### config.mk
export PLATFORM = sky130hd
export DESIGN_NAME = rx_frame_monitor
export DESIGN_NICKNAME = d
export VERILOG_FILES = /design/src/rtl/rx_frame_monitor.sv
export SDC_FILE = /design/constraint.sdc
export NUM_CORES = 1
export LEC_CHECK = 0
export CORE_MARGIN = 2
export CORE_UTILIZATION = 40
export CTS_CLUSTER_DIAMETER = 120
export DETAILED_ROUTE_END_ITERATION = 6
export DONT_BUFFER_PORTS = 1
export SLEW_MARGIN = 20
export SYNTH_ARGS = -nofsm -noshare
export SYNTH_HDL_FRONTEND = slang
export SYNTH_SLANG_ARGS = --single-unit
### constraint.sdc
create_clock -name USER_CLK -period 9.4 [get_ports USER_CLK]
set_input_delay 0.47 -clock USER_CLK [delete_from_list [all_inputs] [get_ports USER_CLK]]
set_output_delay 0.47 -clock USER_CLK [all_outputs]
set_load 0.01 [all_outputs]
### src/rtl/rx_frame_monitor.sv
// Receive-side monitor for the sequenced test-frame format on the Aurora RX stream.
// Checks header sequence, length and payload pattern, and keeps status counters.
module rx_frame_monitor #(
  parameter int MAX_LEN = 256
) (
  input  logic        USER_CLK,
  input  logic        RESET_N,
  input  logic        CHANNEL_UP,
  input  logic        CLEAR_COUNTS,
  input  logic [0:31] AXI4_S_IP_TX_TDATA,
  input  logic [0:3]  AXI4_S_IP_TX_TKEEP,
  input  logic        AXI4_S_IP_TX_TLAST,
  input  logic        AXI4_S_IP_TX_TVALID,
  output logic [0:31] FRAME_COUNT,
  output logic [0:31] WORD_COUNT,
  output logic [0:15] SEQ_ERR_COUNT,
  output logic [0:15] LEN_ERR_COUNT,
  output logic [0:15] DATA_ERR_COUNT,
  output logic [0:7]  ERR_COUNT,
  output logic        ERR_PULSE,
  output logic        IN_SYNC
);

  typedef enum logic [1:0] {HDR, PAY, DISCARD} state_e;

  localparam logic [15:0] MaxLen = 16'(MAX_LEN);

  function automatic logic [15:0] sat_inc16(input logic [15:0] v, input logic inc);
    return (inc && (v != 16'hFFFF)) ? v + 16'd1 : v;
  endfunction

  // Reset asserts asynchronously but releases two edges later, in step with USER_CLK.
  logic [1:0] rst_sync_q;
  logic       rst_n;

  always_ff @(posedge USER_CLK or negedge RESET_N) begin
    if (!RESET_N) rst_sync_q <= '0;
    else          rst_sync_q <= {rst_sync_q[0], 1'b1};
  end

  assign rst_n = rst_sync_q[1];

  state_e      state_q, state_d;
  logic [15:0] seq_q, seq_d;
  logic [15:0] len_q, len_d;
  logic [15:0] idx_q, idx_d;
  logic [15:0] exp_seq_q, exp_seq_d;
  logic        in_sync_q, in_sync_d;
  logic        frame_err_q, frame_err_d;
  logic        err_pulse_q, err_pulse_d;
  logic [31:0] frame_cnt_q, frame_cnt_d;
  logic [31:0] word_cnt_q, word_cnt_d;
  logic [15:0] seq_err_cnt_q, seq_err_cnt_d;
  logic [15:0] len_err_cnt_q, len_err_cnt_d;
  logic [15:0] data_err_cnt_q, data_err_cnt_d;
  logic [7:0]  err_cnt_q, err_cnt_d;

  logic        accept;
  logic        keep_err;
  logic        last_beat;
  logic [15:0] hdr_seq;
  logic [15:0] hdr_len;
  logic        seq_err, len_err, data_err, any_err;
  logic        done, frame_ok;

  assign accept    = AXI4_S_IP_TX_TVALID && CHANNEL_UP;
  assign keep_err  = accept && (AXI4_S_IP_TX_TKEEP != 4'hF);
  assign hdr_seq   = AXI4_S_IP_TX_TDATA[0:15];
  assign hdr_len   = AXI4_S_IP_TX_TDATA[16:31];
  assign last_beat = (idx_q == len_q - 16'd1);

  always_comb begin
    // NOTE: every signal driven here gets a default first, so no path can infer a latch.
    state_d     = state_q;
    seq_d       = seq_q;
    len_d       = len_q;
    idx_d       = idx_q;
    exp_seq_d   = exp_seq_q;
    in_sync_d   = in_sync_q;
    frame_err_d = frame_err_q;
    seq_err     = 1'b0;
    len_err     = keep_err;
    data_err    = 1'b0;
    done        = 1'b0;

    if (!CHANNEL_UP) begin
      // Losing the channel mid-payload truncates the frame; a discard simply ends.
      in_sync_d = 1'b0;
      if (state_q == PAY) len_err = 1'b1;
      state_d = HDR;
    end else if (AXI4_S_IP_TX_TVALID) begin
      case (state_q)
        HDR: begin
          seq_d     = hdr_seq;
          len_d     = hdr_len;
          idx_d     = '0;
          exp_seq_d = hdr_seq + 16'd1;
          in_sync_d = 1'b1;
          seq_err   = in_sync_q && (hdr_seq != exp_seq_q);
          if (hdr_len > MaxLen) begin
            len_err = 1'b1;
            state_d = AXI4_S_IP_TX_TLAST ? HDR : DISCARD;
          end else if (hdr_len == 16'd0) begin
            if (AXI4_S_IP_TX_TLAST) begin
              done = 1'b1;
            end else begin
              len_err = 1'b1;
              state_d = DISCARD;
            end
          end else if (AXI4_S_IP_TX_TLAST) begin
            len_err = 1'b1;
          end else begin
            state_d = PAY;
          end
        end
        PAY: begin
          data_err = (AXI4_S_IP_TX_TDATA != {seq_q, idx_q});
          idx_d    = idx_q + 16'd1;
          if (AXI4_S_IP_TX_TLAST) begin
            state_d = HDR;
            if (last_beat) done = 1'b1;
            else           len_err = 1'b1;
          end else if (last_beat) begin
            len_err = 1'b1;
            state_d = DISCARD;
          end
        end
        DISCARD: begin
          if (AXI4_S_IP_TX_TLAST) state_d = HDR;
        end
        default: state_d = HDR;
      endcase
    end

    any_err  = seq_err || len_err || data_err;
    frame_ok = done && !any_err && !((state_q == PAY) && frame_err_q);

    if (accept) frame_err_d = (state_q == HDR) ? any_err : (frame_err_q || any_err);

    word_cnt_d     = word_cnt_q + {31'd0, accept};
    frame_cnt_d    = frame_cnt_q + {31'd0, frame_ok};
    seq_err_cnt_d  = sat_inc16(seq_err_cnt_q, seq_err);
    len_err_cnt_d  = sat_inc16(len_err_cnt_q, len_err);
    data_err_cnt_d = sat_inc16(data_err_cnt_q, data_err);
    err_cnt_d      = (any_err && (err_cnt_q != 8'hFF)) ? err_cnt_q + 8'd1 : err_cnt_q;
    err_pulse_d    = any_err;

    if (CLEAR_COUNTS) begin
      state_d        = HDR;
      in_sync_d      = 1'b0;
      frame_err_d    = 1'b0;
      err_pulse_d    = 1'b0;
      word_cnt_d     = '0;
      frame_cnt_d    = '0;
      seq_err_cnt_d  = '0;
      len_err_cnt_d  = '0;
      data_err_cnt_d = '0;
      err_cnt_d      = '0;
    end
  end

  // NOTE: non-blocking assignments make every flop sample pre-edge values, independent of statement order.
  always_ff @(posedge USER_CLK or negedge rst_n) begin
    if (!rst_n) begin
      state_q        <= HDR;
      seq_q          <= '0;
      len_q          <= '0;
      idx_q          <= '0;
      exp_seq_q      <= '0;
      in_sync_q      <= 1'b0;
      frame_err_q    <= 1'b0;
      err_pulse_q    <= 1'b0;
      frame_cnt_q    <= '0;
      word_cnt_q     <= '0;
      seq_err_cnt_q  <= '0;
      len_err_cnt_q  <= '0;
      data_err_cnt_q <= '0;
      err_cnt_q      <= '0;
    end else begin
      state_q        <= state_d;
      seq_q          <= seq_d;
      len_q          <= len_d;
      idx_q          <= idx_d;
      exp_seq_q      <= exp_seq_d;
      in_sync_q      <= in_sync_d;
      frame_err_q    <= frame_err_d;
      err_pulse_q    <= err_pulse_d;
      frame_cnt_q    <= frame_cnt_d;
      word_cnt_q     <= word_cnt_d;
      seq_err_cnt_q  <= seq_err_cnt_d;
      len_err_cnt_q  <= len_err_cnt_d;
      data_err_cnt_q <= data_err_cnt_d;
      err_cnt_q      <= err_cnt_d;
    end
  end

  assign FRAME_COUNT    = frame_cnt_q;
  assign WORD_COUNT     = word_cnt_q;
  assign SEQ_ERR_COUNT  = seq_err_cnt_q;
  assign LEN_ERR_COUNT  = len_err_cnt_q;
  assign DATA_ERR_COUNT = data_err_cnt_q;
  assign ERR_COUNT      = err_cnt_q;
  assign ERR_PULSE      = err_pulse_q;
  assign IN_SYNC        = in_sync_q;

endmodule

==> run metrics <==
Yosys top cell by area=dfrtp_1; number of nets in the layout=about 1.1k; Port Buffers=0; number of diodes=0; setup TNS=0 ps; PwrDens=approximately 170 nW/um^2; H-tree Lvls=4; routed len/inst=between 15 and 20 microns; drc violations=0; Synth area leaders=dfrtp_1 47%, xor2_1 8.4%, xnor2_1 6.1%; EDFF count, synth=0; Mapped Cells=between 1k and 1.5k; r2r setup slk=3490 ps; fin util=between 40% and 50%; Final min period=between 5000 and 6000 ps; Seq pwr share=between 40% and 50%; CP Cell Sequence=or4_4 -> or4b_1 -> nand3_1 -> o22ai_1 -> nor3b_1 -> nand4_1 -> a31oi_2 -> nor4b_1 -> ha_1 -> ha_1 -> inv_1 -> nor2_1 -> and3_1 -> nor2b_1 -> or3b_2 -> nor2_1 -> nand4_1 -> xor2_1 -> nor2_1; hold endpoint=FRAME_COUNT[24]; crit path DAT=6300 ps; Die Y=about 160 microns; count of different cell masters after synthesis=61; CTS Root Cell=clkbuf_16; CTS Buf Count=17; worst hold stages=1; Worst Setup End Kind=flip-flop; synth warn=0; post-synth top area share=between 40% and 50%; Initial Utilization=about 41%; Hold Crit Start=CLEAR_COUNTS; Worst-path clk slew=roughly 90 ps; share of layout cells above drive strength 1=~7.6%; Worst-Margin Slew=between 900 and 1000 ps; setup ws final=about 3500 ps; Clk pwr share=42.6%; headroom to the max-slew limit=between 30% and 40%; Worst R2R End=FRAME_COUNT[1]; syn_nets=1115; routed wire length=between 20 and 25 mm; Vias per Instance=~5.5; initial antenna violation count=0; Max VDD drop=0.0001175 V; placed cell areas=10440 sq um; final hold slack=79.36 ps; leakage=about 4.5 nW; die area=approximately 27000 sq um; Reg2Reg Depth=19; sequential area share after synthesis=47.00%; Syn Area/Cell=between 9 and 10 sq um; DP HPWL=17.05 mm; Clock Sinks=191; Cells after DPL=1348; Pint=1.312 mW; Die Span X=approximately 160 microns; Final period util=62.82%; Place WS=roughly 3500 ps; GR Overflow Total=0; Worst Path Max Fanout=19; area grow syn2layout=9.155%; vias in the first global route=about 7.3k; Sw Pwr=around 0.53 mW; Final Setup Violations=0; clk_lat worst skew=around 450 ps; most used cell, CP=nor2_1; first-pass GRT wire length=around 39 mm; Comb pwr share=8.5%; Final Max Tran Viols=0; Main synth FF type=dfrtp_1; Non-Filler Instances=~1.4k; max cap viols=0; Reg2Reg Launch Point=len_q[10]; first-pass iteration count of the detailed router=5; total vias in the final route=~7.5k; Sw Share=28.67%; DR iter-0 viols=542; largest net degree at the start of global routing=about 140; power after layout=1.840 mW; CP max-delay cell=a31oi_2; Ports=164; Routed Antenna Nets=0; core area=roughly 25000 sq um; CTS tree=done; RePlAce Congestion=0.7974; status=complete, no violations; Core Rows=just under 60; RSZ-0062 raised after global routing=no; clock buffer depth=2; Worst Setup Path Type=reg2reg; HP Class=in2reg; final hold violations=0; design area=11100 sq um; post-synthesis cell area=10170 sq um; slowest cell delay on critical path=roughly 700 ps; Async SR Flop Fraction=100.0%; post_cts resized=0; final setup skew=between 20 and 30 ps; Fmax=169.3 MHz; gr usage total=around 18%; register bit total from synthesis=191; Required @ worst endpoint=about 9800 ps; Startpoint Class=flip-flop
==> critical path, delay by kind of cell, from the launching register on <==
kind	cells	cell delay, ps
xor gates and xnor gates	1	160
AOI/OAI and AO/OA	2	800
adders and majority gates	2	480
buffers and inverters	1	50
DFF	1	440
and+or+nand+nor	13	3930
==> layer usage <==
layer	wire [microns]	share of wire (%)	vias to the layer above	GRT usage, %
li1	-	-	3658	-
met1	10620	44	3691	23.61
met2	11690	48	165	30.02
met3	1724	7.1	17	5.967
met4	297	1.2	0	5.310
met5	0	0	-	0
==> layout by cell type, fill, tap and decap left out, types with 12 or more instances in the layout <==
cell,count
dfrtp_1,190
nand2_1,77
or3_1,24
nand4_1,34
nor3_1,12
mux2_2,31
xor2_1,97
nand3_1,56
or4_1,13
nor2_1,142
and3_1,33
o21ai_0,33
inv_1,23
a21oi_1,53
xnor2_1,71
clkbuf_16,17
==> flip-flops by register name, indices dropped and copies added (netlist names), 16 cells and up <==
name,cells
FRAME_COUNT,32
WORD_COUNT,32
DATA_ERR_COUNT,16
LEN_ERR_COUNT,16
SEQ_ERR_COUNT,16
exp_seq_q,16
idx_q,16
len_q,16
seq_q,16
==> worst max-delay path by stage <==
stage / slack, ps / from / end / depth (start not counted)
2_1_floorplan: 3680 / rst_sync_q[1] / DATA_ERR_COUNT[0] / 0
3_3_place_gp: 3700 / len_q[10] / FRAME_COUNT[1] / 19
3_5_place_dp: 3480 / len_q[10] / FRAME_COUNT[1] / 19
4_1_cts: 3480 / len_q[10] / FRAME_COUNT[1] / 19
5_1_grt: 2890 / len_q[6] / FRAME_COUNT[1] / 19
6_report: 3490 / len_q[10] / FRAME_COUNT[1] / 19
==> what timing repair did <==
item,4_1_cts,5_1_grt
hold buffers,1,0
hold endpoints to repair,2,0
setup buffers,0,0
==> final cells by class <==
class                           instances  area (sq um)
Sequential cell                       191          4783
Multi-Input combinational cell        802          5127
Inverter                               23         86.33
Tap cell                              330         412.9
Clock inverter                         15         226.5
Fill cell                            2429         13940
Timing Repair Buffer                    3         37.54
Clock buffer                           17         425.4
==> cell usage after synthesis, drive strengths merged (10+ instances only) <==
cell type and instances:
nor4 13, mux2 31, or3 25, xnor2 71, o31ai 11, ha 11, nor2b 10, inv 23
a21oi 53, o21ai 33, nand3 56, nand2 77, nand4 34, or4 14, and3 33, dfrtp 191
clkbuf 42, nor3 12, xor2 97, nor2 143
==> cells by family after synthesis <==
kind of cell             share of synthesized area [%]
XOR/XNOR                                         14.47
AO/OA/AOI/OAI                                    8.133
multiplexers                                     4.220
AND/OR/NAND/NOR                                  22.14
adder cells (fa/ha/maj)                          1.353
other                                          0.03688
flip-flops                                       47.00
buffers and inverters                            2.645
==> power groups by stage <==
stage / Sequential [mW] / Clock (mW) / Combinational [mW]
floorplan: 0.914 / 0 / 0.132
global placement: 0.915 / 0 / 0.156
detailed placement: 0.917 / 0 / 0.158
CTS: 0.901 / 0.805 / 0.159
global route: 0.907 / 0.841 / 0.177
finish: 0.900 / 0.783 / 0.157
Note: power is estimated with default switching activity, not from simulation.
